## src/rtl/fetch_stage_pkg.sv

```systemverilog
// Shared fetch-stage definitions: word width, bubble encoding and FSM states.
package fetch_stage_pkg;

    localparam int unsigned DEF_WORD_SIZE = 16;
    localparam logic [DEF_WORD_SIZE-1:0] DEF_NOP_INSTR = 16'h0000;

    typedef enum logic {
        S_REQ  = 1'b0,
        S_HOLD = 1'b1
    } fetch_state_e;

endpackage

```

## src/rtl/ifid_reg.sv

```systemverilog
// IF/ID pipeline register: load a fetched instruction, insert a bubble, or hold.
module ifid_reg
    import fetch_stage_pkg::*;
#(
    parameter int unsigned             WORD_SIZE = DEF_WORD_SIZE,
    parameter logic [WORD_SIZE-1:0]    NOP_INSTR = DEF_NOP_INSTR
) (
    input  logic                 clk,
    input  logic                 reset_n,
    input  logic                 flush,
    input  logic                 load,
    input  logic                 bubble,
    input  logic [WORD_SIZE-1:0] d_instr,
    input  logic [WORD_SIZE-1:0] d_pc,
    input  logic [WORD_SIZE-1:0] d_pred_pc,
    output logic [WORD_SIZE-1:0] instr,
    output logic [WORD_SIZE-1:0] pc,
    output logic [WORD_SIZE-1:0] pred_pc,
    output logic                 valid
);

    logic [WORD_SIZE-1:0] instr_q, pc_q, pred_pc_q;
    logic                 valid_q;

    // Flush wins over load; a bubble keeps the old pc/pred fields.
    always_ff @(posedge clk) begin
        if (!reset_n) begin
            instr_q   <= NOP_INSTR;
            pc_q      <= '0;
            pred_pc_q <= '0;
            valid_q   <= 1'b0;
        end else if (flush || bubble) begin
            instr_q <= NOP_INSTR;
            valid_q <= 1'b0;
        end else if (load) begin
            instr_q   <= d_instr;
            pc_q      <= d_pc;
            pred_pc_q <= d_pred_pc;
            valid_q   <= 1'b1;
        end
    end

    assign instr   = instr_q;
    assign pc      = pc_q;
    assign pred_pc = pred_pc_q;
    assign valid   = valid_q;

endmodule

```

## src/rtl/fetch_stage.sv

```systemverilog
// Instruction fetch stage: PC register, request/hold FSM, fetch counter and IF/ID register.
module fetch_stage
    import fetch_stage_pkg::*;
#(
    parameter int unsigned          WORD_SIZE = DEF_WORD_SIZE,
    parameter logic [WORD_SIZE-1:0] RESET_PC  = '0,
    parameter logic [WORD_SIZE-1:0] NOP_INSTR = DEF_NOP_INSTR
) (
    input  logic                 clk,
    input  logic                 reset_n,
    input  logic [WORD_SIZE-1:0] pred_next_pc,
    output logic [WORD_SIZE-1:0] pc,
    output logic                 i_readM,
    output logic [WORD_SIZE-1:0] i_address,
    input  logic [WORD_SIZE-1:0] i_data,
    input  logic                 i_ready,
    input  logic                 stall,
    input  logic                 flush,
    input  logic [WORD_SIZE-1:0] correct_pc,
    output logic [WORD_SIZE-1:0] ifid_instr,
    output logic [WORD_SIZE-1:0] ifid_pc,
    output logic [WORD_SIZE-1:0] ifid_pred_pc,
    output logic                 ifid_valid,
    output logic [WORD_SIZE-1:0] num_fetch
);

    fetch_state_e         state_q, state_d;
    logic [WORD_SIZE-1:0] pc_q, pc_d;
    logic [WORD_SIZE-1:0] num_fetch_q, num_fetch_d;
    logic [WORD_SIZE-1:0] hold_instr_q, hold_instr_d;
    logic [WORD_SIZE-1:0] hold_pred_q, hold_pred_d;

    logic                 ld;
    logic                 bubble;
    logic [WORD_SIZE-1:0] ld_instr;
    logic [WORD_SIZE-1:0] ld_pred;

    always_comb begin
        state_d      = state_q;
        pc_d         = pc_q;
        num_fetch_d  = num_fetch_q;
        hold_instr_d = hold_instr_q;
        hold_pred_d  = hold_pred_q;
        ld           = 1'b0;
        bubble       = 1'b0;
        ld_instr     = i_data;
        ld_pred      = pred_next_pc;

        if (flush) begin
            // Redirect; any data returned this cycle belongs to the wrong path.
            state_d      = S_REQ;
            pc_d         = correct_pc;
            hold_instr_d = '0;
            hold_pred_d  = '0;
        end else begin
            unique case (state_q)
                S_REQ: begin
                    if (i_ready && !stall) begin
                        ld          = 1'b1;
                        pc_d        = pred_next_pc;
                        num_fetch_d = num_fetch_q + WORD_SIZE'(1);
                    end else if (i_ready) begin
                        hold_instr_d = i_data;
                        hold_pred_d  = pred_next_pc;
                        state_d      = S_HOLD;
                    end else if (!stall) begin
                        bubble = 1'b1;
                    end
                end
                S_HOLD: begin
                    if (!stall) begin
                        ld          = 1'b1;
                        ld_instr    = hold_instr_q;
                        ld_pred     = hold_pred_q;
                        pc_d        = hold_pred_q;
                        num_fetch_d = num_fetch_q + WORD_SIZE'(1);
                        state_d     = S_REQ;
                    end
                end
                default: state_d = S_REQ;
            endcase
        end
    end

    always_ff @(posedge clk) begin
        if (!reset_n) begin
            state_q      <= S_REQ;
            pc_q         <= RESET_PC;
            num_fetch_q  <= '0;
            hold_instr_q <= '0;
            hold_pred_q  <= '0;
        end else begin
            state_q      <= state_d;
            pc_q         <= pc_d;
            num_fetch_q  <= num_fetch_d;
            hold_instr_q <= hold_instr_d;
            hold_pred_q  <= hold_pred_d;
        end
    end

    ifid_reg #(
        .WORD_SIZE (WORD_SIZE),
        .NOP_INSTR (NOP_INSTR)
    ) u_ifid_reg (
        .clk       (clk),
        .reset_n   (reset_n),
        .flush     (flush),
        .load      (ld),
        .bubble    (bubble),
        .d_instr   (ld_instr),
        .d_pc      (pc_q),
        .d_pred_pc (ld_pred),
        .instr     (ifid_instr),
        .pc        (ifid_pc),
        .pred_pc   (ifid_pred_pc),
        .valid     (ifid_valid)
    );

    assign pc        = pc_q;
    assign i_address = pc_q;
    assign i_readM   = (state_q == S_REQ) && reset_n;
    assign num_fetch = num_fetch_q;

endmodule

```

## config.mk

```make
export PLATFORM = sky130hd
export DESIGN_NAME = fetch_stage
export DESIGN_NICKNAME = d
export VERILOG_FILES = /design/src/rtl/fetch_stage_pkg.sv /design/src/rtl/ifid_reg.sv /design/src/rtl/fetch_stage.sv
export SDC_FILE = /design/constraint.sdc
export NUM_CORES = 1
export LEC_CHECK = 0
export BUFFER_PORTS_ARGS = -buffer_cell sky130_fd_sc_hd__buf_2
export CORE_ASPECT_RATIO = 1.1
export CORE_UTILIZATION = 38
export DETAILED_ROUTE_END_ITERATION = 10
export MAX_ROUTING_LAYER = met4
export PLACE_DENSITY_LB_ADDON = 0.2
export SETUP_SLACK_MARGIN = 0.3
export SLEW_MARGIN = 10
export SYNTH_ARGS = -nofsm -noshare
export SYNTH_HDL_FRONTEND = slang
export SYNTH_SLANG_ARGS = --single-unit
```

## constraint.sdc

```tcl
create_clock -name clk -period 4.1 [get_ports clk]
set_input_delay 0.205 -clock clk [delete_from_list [all_inputs] [get_ports clk]]
set_output_delay 0.205 -clock clk [all_outputs]
set_load 0.03 [all_outputs]
```

### After elaboration in Yosys (flattened, before gate mapping)

Index checks and enable logic that the tools add are counted.

| word-level totals | value |
|---|---|
| register bits after elaboration | 114 |
| bits in latches | 0 |
| bits in writable memories | 0 |
| ROM bits | 0 |
| input port bits | 53 |
| word-level logic and storage cells | 54 |
| memories | 0 |

| operators by class | value |
|---|---|
| add/sub/neg operators | 1 |
| multipliers | 0 |
| div/mod/pow operators | 0 |
| $lt $le $gt $ge | 0 |
| eq/ne operators | 4 |
| shifts and indexed selects | 0 |
| multiplexer cells | 25 |
| bitwise operators | 5 |
| reduce and logical (&&, ||, !) cells | 10 |

Operators by type and width:

| kind | count |
|---|---|
| 16-bit 2-to-1 mux | 11 |
| 16-bit case mux with 2 select lines | 2 |
| 16-bit by 1-bit adder with 16-bit output (second input constant) | 1 |
| 1-bit 2-to-1 mux | 10 |
| 3-bit != test (second input constant) | 2 |
| 3-bit AND reduction | 2 |
| 1-bit inverter | 5 |
| 2-bit != test (second input constant) | 2 |
| 1-bit case mux with 2 select lines | 2 |
| 2-bit AND reduction | 2 |
| 2-bit OR reduction | 2 |
| 1-bit logical AND | 2 |
| 1-bit logical NOT | 1 |
| 1-bit logical OR | 1 |

### Depth between registers and ports, before layout

| depth | value |
|---|---|
| depth in word-level cells | 8 |
| mapped depth | 7 |

### Cells and area by module

From an unflattened synthesis, not the netlist that was laid out.

| second synthesis, totals | value |
|---|---|
| cell total of the unflattened synthesis | 610 |
| area total of the unflattened synthesis | 5208.7 um^2 |

By module, submodules not included:

| module | times used | cells each | area an instance (um^2) |
|---|---|---|---|
| fetch_stage | 1 | 414 | 3278.1 |
| ifid_reg | 1 | 196 | 1930.6 |

### Worst setup path after synthesis

Ideal clock, no wire load.

| timing | value |
|---|---|
| path kind | flip-flop to flip-flop |
| start point | register num_fetch_q[2], in the netlist num_fetch[2] |
| end point | register num_fetch_q[13], in the netlist num_fetch[13] |
| arrival time | 1.917 ns |
| required time | 4.030 ns |
| path slack | 2.113 ns |
| stages on the path, launching flop included | 6 |
| buffers on the path | 1 |
| path through | dfxtp_1 nand3_1 or4_4 buf_6 or4_1 a21oi_1 |

| between the ends | value |
|---|---|
| longest elaborated chain between the ends | 3 |

Ends and longest elaborated chain:

| element | line | source |
|---|---|---|
| from (decl) | fetch_stage.sv:29 | `logic [WORD_SIZE-1:0] num_fetch_q, num_fetch_d;` |
| from (signal assigned) | fetch_stage.sv:95 | `num_fetch_q <= num_fetch_d;` |
| 16-bit by 1-bit adder with 16-bit output (*) | fetch_stage.sv:61, fetch_stage.sv:76 |  |
| 16-bit 2-to-1 mux, on equally long branches | fetch_stage.sv:71, fetch_stage.sv:58 |  |
| 16-bit case mux with 2 select lines (*) | fetch_stage.sv:56 | `unique case (state_q)` |

Mark *: on every way between the ends. The rest lies on a longest branch, timed or not. The select of a mux whose other input is x is not followed.
A chain may end at the register's enable or synchronous reset.

### Worst setup path after layout

| timing | value |
|---|---|
| start point | register state_q |
| end point | register u_ifid_reg.instr_q[9], in the netlist u_ifid_reg.instr[9] |

| between the ends | value |
|---|---|
| longest elaborated chain between the ends | 4 |

Ends and longest elaborated chain:

| element | line | source |
|---|---|---|
| from (decl) | fetch_stage.sv:27 | `fetch_state_e state_q, state_d;` |
| from (signal assigned) | fetch_stage.sv:93 | `state_q <= state_d;` |
| 1-bit 2-to-1 mux | fetch_stage.sv:56 |  |
| 1-bit 2-to-1 mux | fetch_stage.sv:49 | `if (flush) begin` |
| 1-bit logical OR | ifid_reg.sv:32 | `end else if (flush \|\| bubble) begin` |
| 2-bit OR reduction (no source line) | -- |  |
| to (signal assigned) | ifid_reg.sv:36 | `instr_q <= d_instr;` |
| to (decl) | ifid_reg.sv:22 | `logic [WORD_SIZE-1:0] instr_q, pc_q, pred_pc_q;` |

Several ways; a longest one is shown, not always the timed one.

==> flow_summary_export.csv <==
group,metric,value,unit
yosys,ys.flop_type,"dfxtp_1",
sta,slew_headroom,19.7,%
route,drtAntennaViolNets,0,
worst_setup_path,cp.required,4.43,ns
yosys,synth-seq-cells,114,
clocking,postCtsHoldBufs,0,
worst_hold_path,whs_endpoint,"hold_pred_q[7]",
placement,io_buffer_count,150,
yosys,synth_nets,631,
clocking,clock_insertion_delay_worst_skew,0.41,ns
sta,hold_slack,0.0460,ns
sta,skew,0.00858,ns
cells_and_area,layout-drive-gt1-share,27.1,%
floorplanning,start_util,39.6,%
sta,period_needed,2.87,ns
worst_setup_path,start_kind,"flip-flop",
worst_setup_path,crit_type,"flip-flop to flip-flop",
worst_setup_path,worstReg2RegEnd,"u_ifid_reg.instr[9]",
global_route,grt_use_total,21.3,%
yosys,synth_most_common_cell,"nand2_1",
global_route,antenna_found_initial,1,
route,wirelength,12500,um
cells_and_area,syn2layout_area_growth,28.9,%
worst_setup_path,cp_cell_sequence,"buf_4, clkinv_1, nor2_1, o221ai_1, a21oi_1",
power_and_ir_drop,total_power,3040,uW
yosys,synth_edf_count,0,
sta,tns,0,ns
clocking,cts_tree,"built",
outcome,status,"completed",
floorplanning,die_w,107,um
yosys,syn_inst,577,
yosys,synth_area_leader_cell,"dfxtp_1",
global_route,grt-ovfl-total,0,
worst_hold_path,holdCritPathClass,"input pin to flip-flop",
route,wl_per_cell,14.6,um
sta,hold_viol_final,0,
clocking,clockBufferDepth,2,
global_route,grt_pass1_wl,20600,um
global_route,met3_usage,5.76,%
sta,finalSetupViolCount,0,
yosys,yosysWarnings,0,
yosys,synthTopCellsByArea,"dfxtp_1, nand2_1, a21oi_1",
power_and_ir_drop,vdd_ir_drop_max,0.254,mV
floorplanning,dieArea,0.0126,mm2
sta,fmax,0.349,GHz
global_route,top_usage_layer,"met2",
floorplanning,rows,41,
floorplanning,core,0.0117,mm2
clocking,cts_made_buffers,17,
worst_setup_path,critPathMaxFanout,21,
global_route,met1_usage,26.8,%
global_route,met2_usage,32.5,%
yosys,seq_area_frac_synth,49.3,%
sta,period_share,69.9,%
worst_setup_path,rrSetupSlack,1.23,ns
route,firstDrtPassIters,5,
floorplanning,pin_count,151,
worst_hold_path,worstHoldStart,"pred_next_pc[7]",
yosys,synth.avg_cell_area,8.03,um2
worst_setup_path,reg2reg_from,"state_q",
yosys,synthArstFlopShare,0,%
worst_setup_path,worstSetupEndpointType,"flip-flop",
worst_setup_path,reg2reg_depth,5,
clocking,cts_setup_buffers,0,
clocking,clk_pin_slew,0.05,ns
route,num_vias,4343,
sta,worst_pin_slew,1.20,ns
sta,drv_slew,0,
worst_setup_path,slowest_delay,1.04,ns
placement,place_inst,823,
yosys,netlist.area_leader.share,49.3,%
route,drc,0,
global_route,grt_max_degree,59,
route,drtIter0Drc,248,
cells_and_area,stdcell_count,857,
floorplanning,die_y,118,um
worst_hold_path,holdPathStages,3,
clocking,numClockSinks,114,
clocking,cts-root-buf,"clkbuf_16",
clocking,cts_resized,0,
yosys,synth_common_cells,"nand2_1, dfxtp_1, a21oi_1",
yosys,syn_area,0.00463,mm2
worst_setup_path,cp_data_arrival_time,3.20,ns
clocking,cts_max_level,4,
yosys,yosysUniqueCellTypes,36,
cells_and_area,fin_nets,746,
power_and_ir_drop,leakage,0.00245,uW
run,max_cap_viol_count,0,
placement,finalWeightedCongestion,0.805,
placement,place.detailed.hpwl,8480,um
route,viasPerCell,5.07,
power_and_ir_drop,powerDensity,510,mW/mm2
sta,rsz0062_at_grt,"false",
worst_setup_path,slowest_stage,"nor2_1",
global_route,grt_pass1_vias,4076,
[critical path, delay by kind of cell, from the launching register on]
kind            cells  cell delay, ns
compound gates      2            0.48
flops               1            0.38
simple gates        1            1.04
buf+inv             2            0.87
[power breakdown]
part | internal (uW) | total, uW | leakage [uW] | switching [uW]
combinational | 81.0 | 277 | 0.00121 | 196
sequential | 1140 | 1160 | 0.000926 | 22.5
clock | 1110 | 1600 | 0.000310 | 495
total | 2330 | 3040 | 0.00245 | 714
[area by class of cell]
type                       count  area (um2)
tap                          150         188
antenna                        2        5.00
sequential                   114        2280
timing repair buffer         154         781
clock inverter                10         180
clock buffer                  22         464
fill                        1141        5730
multi-input combinational    400        2050
inverter                       5        18.8
[layer usage]
layer  share of wire [%]  routed length, um
met2                  47               5870
met1                  46               5770
met5                   0                  0
met3                 6.0                746
met4                 1.0                128
[logic make-up (layout without fill, tap and decap cells)]
family | after synthesis | in the layout | share of synthesized area (%)
AND/OR/NAND/NOR | 231 | 231 | 20.5
flip-flops | 114 | 114 | 49.3
AO/OA/AOI/OAI | 142 | 142 | 17.7
XOR/XNOR | 7 | 7 | 1.32
buffers and inverters | 63 | 191 | 6.73
other | 0 | 2 | 0
multiplexers | 19 | 19 | 4.19
adder cells (fa/ha/maj) | 1 | 1 | 0.270
[cells in the final DEF, fill, tap and decap left out, types with 3 or more instances in the layout]
cell       instances
a211oi_1          10
xnor2_1            5
or4_1              3
clkinv_2           3
inv_1              3
nor2_1            29
nor4_1             4
nand3_1            6
a21oi_1           88
dfxtp_1          114
clkbuf_1           3
o31ai_1            3
buf_4              4
bufinv_16          5
o221ai_1          19
nand4_1            3
nand2b_1           3
o21ai_0           17
mux2_2             3
clkbuf_16         17
buf_2            150
mux2i_1           16
nand2_1          170
[worst max-delay path by stage]
stage,startpoint,to,slack [ns],cells past startpoint
after floorplan,num_fetch[2],num_fetch[13],2.11,5
after detailed placement,state_q,u_ifid_reg.instr[4],1.23,5
after global routing,state_q,u_ifid_reg.instr[5],1.02,5
final,state_q,u_ifid_reg.instr[9],1.23,5
after CTS,state_q,u_ifid_reg.instr[4],1.23,5
after global placement,state_q,u_ifid_reg.instr[1],1.39,5
[flip-flops by register name, summed over array words and instances, names as in the netlist]
name / count
u_ifid_reg.pc: 16
u_ifid_reg.instr: 16
state_q: 1
u_ifid_reg.valid: 1
num_fetch: 16
hold_pred_q: 16
u_ifid_reg.pred_pc: 16
i_address: 16
hold_instr_q: 16
[metrics by stage]
| stage | setup WS, ns | util [%] | cell area [um2] |
|---|---|---|---|
| 3_3_place_gp | 1.39 | 45.4 | 5320 |
| 3_5_place_dp | 1.23 | 45.4 | 5320 |
| 6_report | 1.23 | 51.0 | 5970 |
| 2_1_floorplan | 2.11 | - | 4630 |
| 4_1_cts | 1.23 | 51.0 | 5960 |
| 5_1_grt | 1.02 | 51.0 | 5970 |
Power figures use the tool's default switching activity.
